`config.mk`:
```
export PLATFORM = sky130hd
export DESIGN_NAME = inst_fetch
export DESIGN_NICKNAME = d
export VERILOG_FILES = /design/src/rtl/inst_fetch_pkg.sv /design/src/rtl/inst_fetch.sv
export SDC_FILE = /design/constraint.sdc
export NUM_CORES = 1
export LEC_CHECK = 0
export ABC_AREA = 1
export CORE_MARGIN = 2
export CORE_UTILIZATION = 45
export CTS_CLUSTER_DIAMETER = 200
export DETAILED_ROUTE_END_ITERATION = 8
export PLACE_DENSITY_LB_ADDON = 0.08
export SLEW_MARGIN = 40
export SYNTH_ARGS = -nofsm -noshare
export SYNTH_HDL_FRONTEND = slang
export SYNTH_SLANG_ARGS = --single-unit
```
`constraint.sdc`:
```
create_clock -name clk -period 10.5 [get_ports clk]
set_input_delay 3.15 -clock clk [delete_from_list [all_inputs] [get_ports clk]]
set_output_delay 3.15 -clock clk [all_outputs]
set_load 0.01 [all_outputs]
```
`src/rtl/inst_fetch_pkg.sv`:
```
// inst_fetch_pkg: definitions shared by the fetch stage, decoder and
// immediate extractor.
//   RV_NOP_INST  : canonical nop (addi x0,x0,0) shown when nothing is valid
//   RV_RESET_PC  : default PC after reset
//   fetch_state_e: fetch FSM encodings
//   OPC_*        : RV32I major opcodes
package inst_fetch_pkg;

    localparam logic [31:0] RV_NOP_INST = 32'h0000_0013;
    localparam logic [31:0] RV_RESET_PC = 32'h0000_0000;

    typedef enum logic [1:0] {
        S_REQ  = 2'd0,
        S_WAIT = 2'd1,
        S_HOLD = 2'd2
    } fetch_state_e;

    localparam logic [6:0] OPC_LUI      = 7'b0110111;
    localparam logic [6:0] OPC_AUIPC    = 7'b0010111;
    localparam logic [6:0] OPC_JAL      = 7'b1101111;
    localparam logic [6:0] OPC_JALR     = 7'b1100111;
    localparam logic [6:0] OPC_BRANCH   = 7'b1100011;
    localparam logic [6:0] OPC_LOAD     = 7'b0000011;
    localparam logic [6:0] OPC_STORE    = 7'b0100011;
    localparam logic [6:0] OPC_OP_IMM   = 7'b0010011;
    localparam logic [6:0] OPC_OP       = 7'b0110011;
    localparam logic [6:0] OPC_MISC_MEM = 7'b0001111;
    localparam logic [6:0] OPC_SYSTEM   = 7'b1110011;

endpackage

```
`src/rtl/inst_fetch.sv`:
```
// inst_fetch: single-issue RV32I fetch stage. Holds the PC, issues one
// instruction-memory request at a time and parks the returned word in a
// fetch/decode holding register until the decoder takes it.
//
// Ports:
//   clk, rst                 core clock, async active-high reset
//   imem_req/imem_addr       request to instruction memory (addr = PC)
//   imem_gnt                 request accepted this cycle
//   imem_rvalid/imem_rdata   returned instruction word
//   redirect_valid/_pc       PC change from execute (highest priority)
//   id_ready                 decoder accepts the held instruction
//   id_valid/id_inst/id_pc   held instruction presented to decode
//   id_fault                 (FETCH_MISALIGN_CHECK_EN only) misaligned redirect
//
// Build option FETCH_MISALIGN_CHECK_EN: a redirect to a non-word-aligned
// target does not fetch; it presents a faulting nop at the target instead.
// Without it the low two target bits are dropped.
//
// state  | meaning
// S_REQ  | request driven, waiting for imem_gnt
// S_WAIT | request granted, waiting for imem_rvalid (kill => drop the data)
// S_HOLD | instruction held on id_*, waiting for id_ready
module inst_fetch
    import inst_fetch_pkg::*;
#(
    parameter logic [31:0] RESET_PC = RV_RESET_PC,
    parameter logic [31:0] NOP_INST = RV_NOP_INST
) (
    input  logic        clk,
    input  logic        rst,
    output logic        imem_req,
    output logic [31:0] imem_addr,
    input  logic        imem_gnt,
    input  logic        imem_rvalid,
    input  logic [31:0] imem_rdata,
    input  logic        redirect_valid,
    input  logic [31:0] redirect_pc,
    input  logic        id_ready,
`ifdef FETCH_MISALIGN_CHECK_EN
    output logic        id_fault,
`endif
    output logic        id_valid,
    output logic [31:0] id_inst,
    output logic [31:0] id_pc
);

    fetch_state_e state_q, state_d;
    logic [31:0]  pc_q, pc_d;
    logic         kill_q, kill_d;
    logic         id_valid_q, id_valid_d;
    logic [31:0]  id_inst_q, id_inst_d;
    logic [31:0]  id_pc_q, id_pc_d;
    logic [31:0]  redirect_tgt;
    fetch_state_e hold_exit;

`ifdef FETCH_MISALIGN_CHECK_EN
    logic id_fault_q, id_fault_d;
    assign redirect_tgt = redirect_pc;
`else
    assign redirect_tgt = redirect_pc & 32'hFFFF_FFFC;
`endif

    // Leaving S_HOLD with a killed request still in flight (only possible
    // after a faulting redirect) must first wait out that response.
    assign hold_exit = (kill_q && !imem_rvalid) ? S_WAIT : S_REQ;

    always_comb begin
        state_d    = state_q;
        pc_d       = pc_q;
        kill_d     = kill_q;
        id_valid_d = id_valid_q;
        id_inst_d  = id_inst_q;
        id_pc_d    = id_pc_q;
`ifdef FETCH_MISALIGN_CHECK_EN
        id_fault_d = id_fault_q;
`endif

        case (state_q)
            S_REQ: begin
                if (imem_gnt) state_d = S_WAIT;
            end
            S_WAIT: begin
                if (imem_rvalid) begin
                    if (kill_q) begin
                        kill_d  = 1'b0;
                        state_d = S_REQ;
                    end else begin
                        id_inst_d  = imem_rdata;
                        id_pc_d    = pc_q;
                        id_valid_d = 1'b1;
                        pc_d       = pc_q + 32'd4;
                        state_d    = S_HOLD;
                    end
                end
            end
            S_HOLD: begin
                if (kill_q && imem_rvalid) kill_d = 1'b0;
                if (id_ready) begin
                    id_valid_d = 1'b0;
                    id_inst_d  = NOP_INST;
                    state_d    = hold_exit;
`ifdef FETCH_MISALIGN_CHECK_EN
                    id_fault_d = 1'b0;
`endif
                end
            end
            default: begin
                state_d    = S_REQ;
                kill_d     = 1'b0;
                id_valid_d = 1'b0;
                id_inst_d  = NOP_INST;
            end
        endcase

        // Redirect overrides everything above, including any PC increment.
        if (redirect_valid) begin
            pc_d       = redirect_tgt;
            id_valid_d = 1'b0;
            id_inst_d  = NOP_INST;
            case (state_q)
                S_REQ: begin
                    // A same-cycle grant leaves the old-PC request in flight.
                    kill_d  = imem_gnt;
                    state_d = imem_gnt ? S_WAIT : S_REQ;
                end
                S_WAIT: begin
                    kill_d  = !imem_rvalid;
                    state_d = imem_rvalid ? S_REQ : S_WAIT;
                end
                S_HOLD: begin
                    kill_d  = kill_q && !imem_rvalid;
                    state_d = hold_exit;
                end
                default: begin
                    kill_d  = 1'b0;
                    state_d = S_REQ;
                end
            endcase
`ifdef FETCH_MISALIGN_CHECK_EN
            id_fault_d = 1'b0;
            if (redirect_pc[1:0] != 2'b00) begin
                state_d    = S_HOLD;
                id_valid_d = 1'b1;
                id_fault_d = 1'b1;
                id_pc_d    = redirect_pc;
                id_inst_d  = NOP_INST;
            end
`endif
        end
    end

    always_ff @(posedge clk or posedge rst) begin
        if (rst) begin
            state_q    <= S_REQ;
            pc_q       <= RESET_PC;
            kill_q     <= 1'b0;
            id_valid_q <= 1'b0;
            id_inst_q  <= NOP_INST;
            id_pc_q    <= RESET_PC;
`ifdef FETCH_MISALIGN_CHECK_EN
            id_fault_q <= 1'b0;
`endif
        end else begin
            state_q    <= state_d;
            pc_q       <= pc_d;
            kill_q     <= kill_d;
            id_valid_q <= id_valid_d;
            id_inst_q  <= id_inst_d;
            id_pc_q    <= id_pc_d;
`ifdef FETCH_MISALIGN_CHECK_EN
            id_fault_q <= id_fault_d;
`endif
        end
    end

    assign imem_req  = (state_q == S_REQ) & ~rst;
    assign imem_addr = pc_q;
    assign id_valid  = id_valid_q;
    assign id_inst   = id_inst_q;
    assign id_pc     = id_pc_q;
`ifdef FETCH_MISALIGN_CHECK_EN
    assign id_fault  = id_fault_q;
`endif

endmodule
```
==> results.cfg <==
[layout]
n_fill_cell = 907
fin_nets = 850
final_util_pct = 64.6
final_cell_area_mm2 = 0.00669
diodes = 0
syn2layout_area_growth_pct = 39.1
regArea_mm2 = 0.00241
multi_input_area_mm2 = 0.00203
drive_gt1_share_pct = 5.48

[sta]
fin_skew_ns = 0.0108
setup_viol = 0
period_needed_ns = 7.41
finalHoldViolations = 0
tns_ns = 0
maxSlewViolCount = 0
min_period_over_period_pct = 70.6
whs_ns = 0.467
slew_headroom_pct = 51.1
max_clock_freq_mhz = 135
rsz0062_at_grt = no
tightest_slew_ns = 0.734

[cts]
postCtsSetupRepairBufs = 0
h-tree-depth = 3
cts.reportedPaths.clkPinSlew_ns = 0.10
cts_buffer_depth = 2
root_buffer = clkbuf_8
cts_sinks = 96
clock_latency_ns = 0.36
cts_tree = done
ctsHoldBuffers = 0
cts_resized = 0
cts_buffers = 9

[yosys]
synth_seq_cells = 96
netlist_area_mm2 = 0.00481
synth_cells = 628
synth_area_per_cell_um2 = 7.66
synth_top_area_share_pct = 48.3
ys_top_cells_by_area = dfrtp_1 (48%), nand2_1 (20%), o21ai_0 (6.3%)
yosysWarningCount = 0
synth_seq_area_share_pct = 50.0
synth_cell_types = 33
synth_area_leader_cell = dfrtp_1

[grt]
antenna_found_initial = 0
track_usage_pct = 23.6
grt_pass1_wl_um = 21600
grt_max_degree = 64
first_global_vias = 4473
grt_overflow = 0

[critical_path]
crit_required_ns = 7.35
crit_fanout = 2
crit_path_end_kind = primary output
worstRegToRegCells = 6
crit_arrival_ns = 4.26
critical_path_class = primary input to primary output
reg2reg_to = imem_addr[4]
r2r_slack_ns = 7.84
startpoint_type = primary input
rr_startpoint = state_q[1]

[routing]
wire_per_inst_um = 14.0
drc = 0
dr.pass1.iters = 4
drt_iter0_drc = 217
viasPerCell = 4.95
vias = 4551
drtAntennaViolNets = 0
drt-total-wl_um = 12900

[floorplanning]
die-height_um = 107
fp.dieArea_mm2 = 0.0115
initial_core_util_pct = 46.4
core_mm2 = 0.0104
die_w_um = 107
num_rows = 37
pin_count = 168

[job]
cap_viol_max_count = 0

[hold_path]
hold_start = id_inst[0]
hold_path_class = register to register
hold_depth = 2
hold_end = id_inst[0]

[placed_design]
hpwlAfterDp_um = 9320
portBuffers = 161
routabilityCongestion = 0.905
placed_area_mm2 = 0.00646

[power]
peakVddDrop_mv = 0.114
p_leak_nw = 3.15
power-per-cell-area_mw_per_mm2 = 200
power_mw = 1.34

[status]
status = complete, no violations
## stage by stage
stage | std cells | setup WS, ns
global route | 920 | 3.04
global placement | 904 | 3.08
finish | 920 | 3.09
CTS | 920 | 3.08
floorplan | 631 | 4.03
detailed placement | 904 | 3.08
## cell families (layout without fill, tap and decap cells)
family | count (synthesis) | count (layout) | synth area share [%]
flip-flops | 96 | 96 | 50.0
AO/OA/AOI/OAI | 74 | 74 | 8.37
AND/OR/NAND/NOR | 363 | 363 | 31.9
XOR/XNOR | 5 | 5 | 0.910
adder cells (fa/ha/maj) | 1 | 1 | 0.260
other | 1 | 4 | 0.0779
multiplexers | 2 | 2 | 0.468
buffers and inverters | 86 | 239 | 8.06
## layer usage
metal	global-route usage, %	vias to the layer above	wire length [um]
li1	-	2257	-
met1	31.0	2122	5770
met5	0	-	0
met2	39.2	149	6020
met4	9.25	0	307
met3	3.63	23	798
## layout make-up
type / count / share of cell area (%)
clock inverters: 6 / 1.36
multi-input cells: 449 / 30.3
well taps: 136 / 2.54
flip-flops and latches: 96 / 35.9
clock buffers: 10 / 2.06
repair buffers: 163 / 24.4
inverters: 60 / 3.40
## registers in the layout, indices dropped and copies added (netlist names)
register,count
id_pc,30
id_valid,1
state_q,2
imem_addr,30
id_inst,32
kill_q,1
## power by group
| part | leakage, nW | switching (mW) | internal, mW |
|---|---|---|---|
| Combinational | 1.80 | 0.262 | 0.254 |
| Sequential | 1.23 | 0.0763 | 0.469 |
| Clock | 0.117 | 0.134 | 0.142 |
| Total | 3.15 | 0.472 | 0.865 |
## synthesized netlist by cell type (all sizes together)
cell / n
clkbuf: 6
xor2: 4
and2: 3
conb: 1
o31ai: 1
o21bai: 4
xnor2: 1
ha: 1
nand4: 1
o21ai: 61
buf: 20
nor2: 47
o211ai: 3
a21oi: 4
a211oi: 1
nand2: 262
dfrtp: 93
nand3: 48
nor3: 2
inv: 60
mux2: 2
dfstp: 3
## placed cells by master (no fill, tap or decap), types with 2 or more instances in the layout
cell / Yosys / layout
o21bai_1: 4 / 4
dfstp_2: 3 / 3
clkinv_4: 0 / 2
xor2_1: 4 / 4
conb_1: 1 / 4
inv_1: 58 / 57
clkdlybuf4s50_1: 0 / 161
clkbuf_8: 0 / 10
and2_1: 3 / 3
a21oi_1: 4 / 4
dfrtp_1: 93 / 93
bufinv_16: 0 / 2
nor2_4: 4 / 4
nor2_1: 38 / 38
nand3_1: 46 / 46
inv_2: 2 / 2
mux2_2: 2 / 2
o211ai_2: 2 / 2
nand2_1: 260 / 260
o21ai_0: 61 / 61
nor2_2: 4 / 4
nand2_2: 2 / 2
## how the worst max path moves through the flow
| stage | startpoint | end | slack [ns] | cells past startpoint |
|---|---|---|---|---|
| after floorplan | rst | imem_req | 4.03 | 1 |
| after global placement | rst | imem_req | 3.08 | 3 |
| after detailed placement | rst | imem_req | 3.08 | 3 |
| after CTS | rst | imem_req | 3.08 | 3 |
| after global routing | rst | imem_req | 3.04 | 3 |
| final | rst | imem_req | 3.09 | 3 |
## worst max-delay path, cell delays in order
cell             delay (ns)
clkdlybuf4s50_1        0.46
nor2_1                 0.12
clkdlybuf4s50_1        0.54
No activity file was read; power rests on OpenSTA's default activity.
